--- config.mk ---
export PLATFORM = sky130hd
export DESIGN_NAME = keypad_ctrl
export DESIGN_NICKNAME = d
export VERILOG_FILES = /design/src/rtl/keypad_pkg.sv /design/src/rtl/sync2.sv /design/src/rtl/keypad_ctrl.sv
export SDC_FILE = /design/constraint.sdc
export NUM_CORES = 1
export LEC_CHECK = 0
export ABC_CLOCK_PERIOD_IN_PS = 3540
export BUFFER_PORTS_ARGS = -buffer_cell sky130_fd_sc_hd__buf_2
export CORE_MARGIN = 2
export CORE_UTILIZATION = 35
export CTS_CLUSTER_DIAMETER = 100
export DETAILED_ROUTE_END_ITERATION = 6
export GPL_ROUTABILITY_DRIVEN = 0
export MAX_ROUTING_LAYER = met4
export SLEW_MARGIN = 10
export SYNTH_ARGS = -nofsm -noshare
export SYNTH_HDL_FRONTEND = slang
export SYNTH_HIERARCHICAL = 1
export SYNTH_SLANG_ARGS = --single-unit
--- constraint.sdc ---
create_clock -name clk -period 3.54 [get_ports clk]
set_input_delay 0.354 -clock clk [delete_from_list [all_inputs] [get_ports clk]]
set_output_delay 0.354 -clock clk [all_outputs]
set_load 0.01 [all_outputs]
--- src/rtl/keypad_pkg.sv ---
// Shared types and constants for the 4x4 matrix keypad controller.
package keypad_pkg;

  localparam int ROW_W = 2;
  localparam int COL_W = 2;

  typedef enum logic [2:0] {
    ST_SCAN,
    ST_PRESS_DB,
    ST_PRESSED,
    ST_HOLD,
    ST_REL_DB
  } kp_state_e;

  // Indexed [row][col].
  localparam logic [3:0] KEY_MAP [4][4] = '{
    '{4'h1, 4'h2, 4'h3, 4'hA},
    '{4'h4, 4'h5, 4'h6, 4'hB},
    '{4'h7, 4'h8, 4'h9, 4'hC},
    '{4'hE, 4'h0, 4'hF, 4'hD}
  };

  // Lowest-index row pulled low; rows are active-low.
  function automatic logic [ROW_W-1:0] lowest_low_row(input logic [3:0] rows);
    lowest_low_row = '0;
    for (int i = 3; i >= 0; i--) begin
      if (!rows[i]) lowest_low_row = ROW_W'(i);
    end
  endfunction

endpackage

--- src/rtl/sync2.sv ---
// Two-flop synchronizer for the asynchronous keypad row inputs.
module sync2 #(
  parameter int            W       = 4,
  parameter logic [W-1:0]  RST_VAL = '1
) (
  input  logic         clk,
  input  logic         rst,
  input  logic [W-1:0] d,
  output logic [W-1:0] q
);

  logic [W-1:0] meta_q;
  logic [W-1:0] sync_q;

  always_ff @(posedge clk) begin
    if (rst) begin
      meta_q <= RST_VAL;
      sync_q <= RST_VAL;
    end else begin
      meta_q <= d;
      sync_q <= meta_q;
    end
  end

  assign q = sync_q;

endmodule

--- src/rtl/keypad_ctrl.sv ---
// 4x4 keypad scanner: column scan, press/release debounce, key decode.
// dbg_state exposes the FSM state for checkers.
module keypad_ctrl
  import keypad_pkg::*;
#(
  parameter int unsigned SCAN_DIV  = 50000,
  parameter int unsigned DB_CYCLES = 500000
) (
  input  logic      clk,
  input  logic      rst,
  input  logic [3:0] row_d,
  output logic [3:0] col_out,
  output logic [3:0] key_code,
  output logic      key_valid,
  output logic      key_held,
  output kp_state_e dbg_state
);

  localparam int DW  = $clog2(SCAN_DIV);
  localparam int DBW = $clog2(DB_CYCLES);
  localparam logic [DW-1:0]  DWELL_LAST = DW'(SCAN_DIV - 1);
  localparam logic [DBW-1:0] DB_LAST    = DBW'(DB_CYCLES - 1);

  logic [3:0]       row_s;
  kp_state_e        state_q, state_d;
  logic [COL_W-1:0] col_idx_q, col_idx_d;
  logic [ROW_W-1:0] row_idx_q, row_idx_d;
  logic [DW-1:0]    dwell_q, dwell_d;
  logic [DBW-1:0]   db_cnt_q, db_cnt_d;
  logic [3:0]       key_code_q, key_code_d;

  sync2 #(.W(4), .RST_VAL(4'hF)) u_row_sync (
    .clk (clk),
    .rst (rst),
    .d   (row_d),
    .q   (row_s)
  );

  always_comb begin
    state_d    = state_q;
    col_idx_d  = col_idx_q;
    row_idx_d  = row_idx_q;
    dwell_d    = dwell_q;
    db_cnt_d   = db_cnt_q;
    key_code_d = key_code_q;
    case (state_q)
      ST_SCAN: begin
        // Sampling only on the last dwell cycle lets the synchronizer settle.
        if (dwell_q == DWELL_LAST) begin
          dwell_d = '0;
          if (row_s != 4'hF) begin
            row_idx_d = lowest_low_row(row_s);
            db_cnt_d  = '0;
            state_d   = ST_PRESS_DB;
          end else begin
            col_idx_d = col_idx_q + 1'b1;
          end
        end else begin
          dwell_d = dwell_q + 1'b1;
        end
      end
      ST_PRESS_DB: begin
        if (row_s[row_idx_q]) begin
          dwell_d = '0;
          state_d = ST_SCAN;
        end else if (db_cnt_q == DB_LAST) begin
          key_code_d = KEY_MAP[row_idx_q][col_idx_q];
          state_d    = ST_PRESSED;
        end else begin
          db_cnt_d = db_cnt_q + 1'b1;
        end
      end
      ST_PRESSED: state_d = ST_HOLD;
      ST_HOLD: begin
        if (row_s[row_idx_q]) begin
          db_cnt_d = '0;
          state_d  = ST_REL_DB;
        end
      end
      ST_REL_DB: begin
        if (!row_s[row_idx_q]) begin
          state_d = ST_HOLD;
        end else if (db_cnt_q == DB_LAST) begin
          col_idx_d = col_idx_q + 1'b1;
          dwell_d   = '0;
          state_d   = ST_SCAN;
        end else begin
          db_cnt_d = db_cnt_q + 1'b1;
        end
      end
      default: state_d = ST_SCAN;
    endcase
  end

  always_ff @(posedge clk) begin
    if (rst) begin
      state_q    <= ST_SCAN;
      col_idx_q  <= '0;
      row_idx_q  <= '0;
      dwell_q    <= '0;
      db_cnt_q   <= '0;
      key_code_q <= '0;
    end else begin
      state_q    <= state_d;
      col_idx_q  <= col_idx_d;
      row_idx_q  <= row_idx_d;
      dwell_q    <= dwell_d;
      db_cnt_q   <= db_cnt_d;
      key_code_q <= key_code_d;
    end
  end

  // col_idx_q is frozen outside SCAN, so the drive stays on the latched column.
  assign col_out   = ~(4'b0001 << col_idx_q);
  assign key_code  = key_code_q;
  assign key_valid = (state_q == ST_PRESSED);
  assign key_held  = (state_q == ST_HOLD) || (state_q == ST_REL_DB);
  assign dbg_state = state_q;

endmodule

==> results.json, run 1 <==
{
  "drt_iter0_drc": 180,
  "track_usage_pct": 16.29,
  "hold_viol": 0,
  "status": "finished, final reports clean",
  "ctsRootBufferMaster": "clkbuf_8",
  "grt_pass1_wl_um": 11430,
  "finalCritPeriodShare_pct": 77.81,
  "hpwl_um": 4632,
  "skew_ns": 0.01962,
  "gr-total-overflow": 0,
  "rsz0062_at_grt": "false",
  "nets": 387,
  "num_antenna_cells": 0,
  "syn_avg_cell_area_um2": 7.826,
  "synth_most_common_cell": "dfxtp_1",
  "synth_cell_types": 51,
  "synth_edf_count": 0,
  "yosysWarnings": 6,
  "path_class": "reg -> reg",
  "io_buffers": 18,
  "wl_per_cell_um": 14.11,
  "min_path_type": "in -> reg",
  "n_fill_cell": 811,
  "synth_flop_cell": "dfxtp_1",
  "ys_ff_latch": 54,
  "fmax_mhz": 363.1,
  "drive_above_1_share_pct": 9.043,
  "drtAntennaViolNets": 0,
  "r2r_slack_ns": 0.79,
  "cts_hold_buf": 0,
  "htree_levels": 2,
  "yosysSeqAreaShare_pct": 37.84,
  "maxSlewHeadroom_pct": 39.66,
  "dieArea_um2": 8900,
  "finalSetupTns_ns": 0,
  "fp.dieW_um": 94.34,
  "die-height_um": 94.34,
  "vdd_drop_max_uv": 152.0,
  "start_util_pct": 36.59,
  "crit_fanout": 11,
  "synth.top_cell.area_share_pct": 37.84,
  "core_area_um2": 7807,
  "synth_top_area_cell": "dfxtp_1",
  "grt_max_degree": 40,
  "fin_util_pct": 40.00,
  "syn_area_um2": 2856,
  "routed-via-count": 2661,
  "power_density_nw_per_um2": 343.2,
  "setup_viol": 0,
  "drv_cap": 0,
  "fin_crit_ns": 2.754,
  "total_leakage_power_uw": 0.001123,
  "drtPass1Iterations": 4,
  "path_cells": "or4_1 > or4_1 > a211oi_4 > a21oi_1 > o21ai_0 > o21ai_0",
  "critical_path_arrival_ns": 2.96,
  "cts_buffer_depth": 2,
  "synth_common_cells": "dfxtp_1, nand2_1, nor2_1",
  "postCtsSetupBuffers": 0,
  "cts.sink_count": 54,
  "boundaryPins": 19,
  "viasPerCell": 5.567,
  "insertion_delay_ns": 0.31,
  "critPathRequiredTime_ns": 3.75,
  "slew_viol_final": 0,
  "area_growth_pct": 9.330,
  "slowest_stage": "or4_1",
  "cts_buffers": 5,
  "syn-num-nets": 377,
  "multi_input_area_um2": 1650,
  "synth_area_leaders": "dfxtp_1, a21oi_1, nand2_1",
  "antenna_found_initial": 0,
  "end_kind": "flip-flop",
  "cpPeakStageDelay_ns": 0.68,
  "tightest_slew_ns": 0.9051,
  "wl_um": 6744,
  "seq_area_um2": 1081,
  "start_kind": "flip-flop",
  "clk_pin_slew_worst_paths_ns": 0.11,
  "cts_resized": 0,
  "synth_cells": 365,
  "route.detailed.drc": 0,
  "row_count": 32,
  "cts_tree": "done",
  "grt_pass1_vias": 2369,
  "postSynth.asyncResetShare_pct": 0
}
-- layout make-up --
| class | count | share of cell area, % |
|---|---|---|
| Multi-Input combinational cell | 281 | 52.84 |
| Clock inverter | 2 | 1.202 |
| Inverter | 13 | 1.562 |
| Sequential cell | 54 | 34.62 |
| Clock buffer | 6 | 2.324 |
| Timing Repair Buffer | 20 | 3.365 |
| Tap cell | 102 | 4.087 |
-- power by group --
| group | internal [uW] | total [uW] | switching (uW) |
|---|---|---|---|
| logic | 11.5 | 32.4 | 20.9 |
| registers | 614 | 619 | 4.60 |
| clock network | 212 | 421 | 209 |
| total | 837 | 1070 | 235 |
-- registers in the layout, indices dropped and copies added, names as in the netlist --
register and cells:
dbg_state 3, u_row_sync/q 4, u_row_sync/meta_q 4, db_cnt_q 19, dwell_q 16, col_idx_q 2, key_code 4, row_idx_q 2
-- final timing paths --
path	from	end	cells after the start
worst max-delay path	dwell_q[4]$_SDFFE_PP0P_	db_cnt_q[4]$_SDFFE_PP0P_	6
worst max register to register	dwell_q[4]$_SDFFE_PP0P_	db_cnt_q[4]$_SDFFE_PP0P_	6
worst min register to register	u_row_sync/meta_q[0]$_SDFF_PP1_	u_row_sync/q[0]$_SDFF_PP1_	1
worst min-delay path	row_d[3]	u_row_sync/meta_q[3]$_SDFF_PP1_	2
-- through the flow --
step	area, um^2	total power, uW	instances	hold WS, ns	setup slack [ns]
after floorplan	2856	654.9	365	0.3832	1.088
after global placement	3013	664.6	470	0.3880	0.8455
after detailed placement	3013	665.5	470	0.3901	0.8005
after CTS	3123	1082	478	0.2053	0.7912
after global routing	3123	1117	478	0.2071	0.6091
final	3123	1072	478	0.2190	0.7857
-- placed cells by master (no fill, tap or decap), types with 6 or more instances in the layout --
| cell | Yosys | final |
|---|---|---|
| a311oi_1 | 11 | 11 |
| nor2_1 | 36 | 36 |
| inv_1 | 13 | 13 |
| a21oi_1 | 31 | 31 |
| nor3_1 | 11 | 11 |
| o21ai_0 | 16 | 16 |
| buf_2 | 4 | 18 |
| and3_1 | 7 | 7 |
| a31oi_1 | 12 | 12 |
| nand2_1 | 41 | 41 |
| nand3_1 | 18 | 18 |
| or2_1 | 8 | 8 |
| dfxtp_1 | 54 | 54 |
| o31ai_1 | 6 | 6 |
| o21ai_1 | 9 | 9 |
| and2_1 | 6 | 6 |
| nand4_1 | 8 | 8 |
| ha_1 | 6 | 6 |
-- cells by family after synthesis --
kind of cell	after synthesis	share of synthesized area, %
multiplexers	3	1.489
XOR/XNOR	2	0.6133
adder cells (fa/ha/maj)	6	2.628
buffers and inverters	30	4.380
AO/OA/AOI/OAI	112	25.80
flip-flops	54	37.85
AND/OR/NAND/NOR	158	27.25
-- worst max-delay path, delay by kind of cell, from the launching register on --
kind            cells  cell delay [ns]
simple gates        2             1.19
compound gates      4             1.08
flops               1             0.39
-- layer usage --
layer	GRT usage [%]	part of all wire, %
met1	22.19	49
met2	25.36	46
met3	2.713	3.4
met4	3.986	0.62
met5	-	0
Note: power is estimated with default switching activity, not from simulation.
==> run 2: changes to the inputs <==
ABC_CLOCK_PERIOD_IN_PS = 2800   (was 3540)
clock period = 2.8 ns   (was 3.54 ns; I/O delays follow)
==> results.json, run 2 (synthesis results as in run 1) <==
{
  "grt_pass1_wl_um": 11430,
  "slowest_stage": "or4_1",
  "drtAntennaViolNets": 0,
  "largest_register_ffs": 19,
  "rsz0062_at_grt": "false",
  "area_growth_pct": 12.18,
  "cts.sink_count": 54,
  "start_kind": "flip-flop",
  "num_antenna_cells": 0,
  "drv_cap": 0,
  "critPathRequiredTime_ns": 2.98,
  "path_class": "reg -> reg",
  "fin_crit_ns": 2.492,
  "hpwl_um": 4748,
  "dieArea_um2": 8900,
  "row_count": 32,
  "cts_tree": "done",
  "met3_usage_pct": 2.634,
  "routed-via-count": 2693,
  "power_density_nw_per_um2": 428.4,
  "track_usage_pct": 16.23,
  "fp.dieW_um": 94.34,
  "n_fill_cell": 799,
  "fmax_mhz": 401.3,
  "antenna_found_initial": 0,
  "status": "finished, final reports clean",
  "postCtsSetupBuffers": 0,
  "die-height_um": 94.34,
  "start_util_pct": 36.59,
  "cpLargestDelayFamily": "simple AND/OR/NAND/NOR gates",
  "viasPerCell": 5.518,
  "nets": 397,
  "io_buffers": 18,
  "path_buf_inv": 0,
  "final_cell_mix": "dfxtp_1, nand2_1, nor2_1, a21oi_1",
  "min_path_type": "in -> reg",
  "tightest_slew_ns": 0.9201,
  "route.detailed.drc": 0,
  "busiest_layer": "met2",
  "insertion_delay_ns": 0.31,
  "worst_path_most_repeated_cell": "or4_1",
  "layout.cells.most_common": "dfxtp_1",
  "total_leakage_power_uw": 0.001181,
  "grt_pass1_vias": 2486,
  "path_cells": "or4_1 > or4_1 > a211oi_4 > a21oi_1 > o21ai_1 > o31ai_1",
  "htree_levels": 2,
  "clk_pin_slew_worst_paths_ns": 0.11,
  "skew_ns": 0.01930,
  "cts_buffer_depth": 2,
  "p_total_uw": 1373,
  "grt_use_met2_pct": 26.67,
  "wl_per_cell_um": 13.72,
  "critical_path_arrival_ns": 2.67,
  "crit_fanout": 11,
  "drive_above_1_share_pct": 11.66,
  "ctsRootBufferMaster": "clkbuf_8",
  "drtPass1Iterations": 4,
  "cpPeakStageDelay_ns": 0.59,
  "finalSetupTns_ns": 0,
  "end_kind": "flip-flop",
  "met1_usage_pct": 20.67,
  "cts_hold_buf": 0,
  "reg_top3": "db_cnt_q: 19 flops, dwell_q: 16 flops",
  "wl_um": 6694,
  "vdd_drop_max_uv": 176.1,
  "hold_viol": 0,
  "gr-total-overflow": 0,
  "drt_iter0_drc": 133,
  "core_area_um2": 7807,
  "grt_max_degree": 31,
  "setup_viol": 0,
  "cts_resized": 0,
  "slew_viol_final": 0,
  "finalCritPeriodShare_pct": 88.99,
  "cts_buffers": 5,
  "maxSlewHeadroom_pct": 38.66,
  "boundaryPins": 19,
  "regMostFlops": "db_cnt_q"
}
[run 2: final timing paths]
| kind | slack (ns) | endpoint | cells after the start | startpoint |
|---|---|---|---|---|
| max | 0.31 | db_cnt_q[13]$_SDFFE_PP0P_ | 6 | dwell_q[4]$_SDFFE_PP0P_ |
| min | 0.14 | u_row_sync/meta_q[0]$_SDFF_PP1_ | 2 | row_d[0] |
| max reg2reg | 0.31 | db_cnt_q[13]$_SDFFE_PP0P_ | 6 | dwell_q[4]$_SDFFE_PP0P_ |
| min reg2reg | 0.41 | u_row_sync/q[2]$_SDFF_PP1_ | 1 | u_row_sync/meta_q[2]$_SDFF_PP1_ |
[run 2: stage by stage]
step           hold WS, ns  util (%)  instances  worst slack [ns]  area (um^2)
2_1_floorplan       0.3771         -        365            0.3475         2856
3_3_place_gp        0.3853     39.55        480            0.3423         3088
3_5_place_dp        0.3894     39.55        480            0.3222         3088
4_1_cts             0.1286     41.04        488            0.3099         3204
5_1_grt             0.1235     41.04        488            0.1541         3204
6_report            0.1410     41.04        488            0.3083         3204
[run 2: power breakdown]
| part | internal [uW] | leakage, uW | switching, uW |
|---|---|---|---|
| combinational | 14.6 | 0.000685 | 26.1 |
| clock | 272 | 0.0000587 | 278 |
| sequential | 777 | 0.000437 | 5.76 |
[run 2: area by class of cell]
| cell class | instances | area, um^2 | area share (%) |
|---|---|---|---|
| timing repair buffer | 30 | 180.2 | 5.623 |
| sequential | 54 | 1081 | 33.74 |
| clock inverter | 3 | 47.55 | 1.484 |
| inverter | 13 | 48.80 | 1.523 |
| clock buffer | 5 | 68.82 | 2.148 |
| tap | 102 | 127.6 | 3.983 |
| multi-input combinational | 281 | 1650 | 51.50 |
[run 2: layer usage]
metal / up-vias / wire (um) / share of wire (%)
li1: 1382 / - / -
met1: 1257 / 3217 / 48
met2: 50 / 3141 / 47
met3: 4 / 283 / 4.2
met4: 0 / 52 / 0.78
met5: - / 0 / 0
==> run 3: changes to the inputs <==
CORE_UTILIZATION = 25   (was 35)
==> results.json, run 3 (synthesis results as in run 1) <==
{
  "r2r-end": "db_cnt_q[14]$_SDFFE_PP0P_",
  "area_growth_pct": 15.02,
  "die-height_um": 110.9,
  "track_usage_pct": 11.72,
  "n_fill_cell": 1200,
  "cts_hold_buf": 0,
  "drtPass1Iterations": 4,
  "min_path_type": "in -> reg",
  "path_class": "reg -> reg",
  "fin_util_pct": 29.15,
  "dieArea_um2": 12300,
  "nets": 394,
  "seq_area_um2": 1081,
  "route.detailed.drc": 0,
  "r2r-start": "dwell_q[4]$_SDFFE_PP0P_",
  "cts_resized": 0,
  "finalCritPeriodShare_pct": 89.54,
  "r2r_slack_ns": 0.29,
  "fin_crit_ns": 2.507,
  "rsz0062_at_grt": "false",
  "clk_pin_slew_worst_paths_ns": 0.07,
  "cts.sink_count": 54,
  "total_leakage_power_uw": 0.001191,
  "layout.cells.most_common": "dfxtp_1",
  "multi_input_area_um2": 1650,
  "fmax_mhz": 398.9,
  "io_buffers": 18,
  "drtAntennaViolNets": 0,
  "row_count": 39,
  "start_kind": "flip-flop",
  "start_util_pct": 25.34,
  "postCtsSetupBuffers": 0,
  "critPathRequiredTime_ns": 2.99,
  "reg_top3": "db_cnt_q: 19 flops, dwell_q: 16 flops",
  "antenna_found_initial": 0,
  "insertion_delay_ns": 0.30,
  "cts_buffers": 5,
  "path_buf_inv": 1,
  "gr-total-overflow": 0,
  "end_kind": "flip-flop",
  "vdd_drop_max_uv": 290.8,
  "final_cell_mix": "dfxtp_1, nand2_1, nor2_1, a21oi_1",
  "crit_fanout": 8,
  "drt_iter0_drc": 155,
  "critical_path_arrival_ns": 2.70,
  "endpoint": "db_cnt_q[14]$_SDFFE_PP0P_",
  "ctsRootBufferMaster": "clkbuf_16",
  "min_path_cells": 2,
  "skew_ns": 0.005760,
  "cpPeakStageDelay_ns": 0.59,
  "hpwl_um": 4931,
  "hold_viol": 0,
  "viasPerCell": 5.112,
  "fp.dieW_um": 110.9,
  "num_antenna_cells": 0,
  "crit_start": "dwell_q[4]$_SDFFE_PP0P_",
  "slew_viol_final": 0,
  "power_density_nw_per_um2": 467.4,
  "drive_above_1_share_pct": 10.97,
  "drv_cap": 0,
  "grt_pass1_wl_um": 11660,
  "setup_viol": 0,
  "cts_tree": "done",
  "boundaryPins": 19,
  "worst_path_most_repeated_cell": "or4_1",
  "htree_levels": 2,
  "status": "finished, final reports clean",
  "largest_register_ffs": 19,
  "grt_pass1_vias": 2457,
  "finalSetupTns_ns": 0,
  "cts_buffer_depth": 2,
  "slowest_stage": "or4_1",
  "regMostFlops": "db_cnt_q",
  "cp_num_cells": 7,
  "path_cells": "or4_1 > or4_1 > a211oi_4 > buf_4 > o211a_4 > o21ai_1 > a32o_1",
  "grt_max_degree": 25,
  "tightest_slew_ns": 0.8510,
  "r2r_cells": 7,
  "wl_per_cell_um": 13.06,
  "core_area_um2": 11270,
  "maxSlewHeadroom_pct": 43.27,
  "routed-via-count": 2689,
  "wl_um": 6870,
  "cpLargestDelayFamily": "simple AND/OR/NAND/NOR gates"
}
==> run 3: cell count changes in the layout (fill, tap and decap cells not counted), sizes merged <==
cell | previous run | this run
buf | 30 | 27
==> run 3: report_power, final <==
group	total, uW	internal, uW	switching, uW
combinational	40.6	14.6	26.0
clock	713	424	289
sequential	782	777	5.74
==> run 3: worst min path at each step <==
stage | from | to | slack (ns)
after floorplan | row_d[0] | u_row_sync/meta_q[0]$_SDFF_PP1_ | 0.38
after global placement | u_row_sync/meta_q[1]$_SDFF_PP1_ | u_row_sync/q[1]$_SDFF_PP1_ | 0.39
after detailed placement | u_row_sync/meta_q[3]$_SDFF_PP1_ | u_row_sync/q[3]$_SDFF_PP1_ | 0.39
after CTS | row_d[2] | u_row_sync/meta_q[2]$_SDFF_PP1_ | 0.15
after global routing | row_d[0] | u_row_sync/meta_q[0]$_SDFF_PP1_ | 0.16
final | row_d[0] | u_row_sync/meta_q[0]$_SDFF_PP1_ | 0.16
==> run 3: layer usage <==
metal	track usage, %	vias up	part of all wire, %
met4	4.083	0	1.9
met5	-	-	0
met1	15.49	1258	49
li1	-	1371	-
met3	2.734	13	3.6
met2	17.63	47	45
==> run 3: final cells by class <==
type | instances | area share, %
inverter | 13 | 1.485
timing repair buffer | 27 | 4.798
multi-input combinational | 281 | 50.23
clock inverter | 3 | 1.333
sequential | 54 | 32.90
clock buffer | 5 | 3.808
tap | 143 | 5.446
==> run 3: through the flow <==
stage | power (uW) | setup WS [ns] | std cells | hold slack, ns | cell area (um^2)
after floorplan | 827.9 | 0.3475 | 365 | 0.3771 | 2856
final | 1536 | 0.2929 | 526 | 0.1588 | 3286
after global placement | 840.3 | 0.3205 | 518 | 0.3867 | 3117
after global routing | 1586 | 0.1271 | 526 | 0.1584 | 3286
after detailed placement | 841.3 | 0.3116 | 518 | 0.3938 | 3117
after CTS | 1557 | 0.2992 | 526 | 0.1547 | 3286
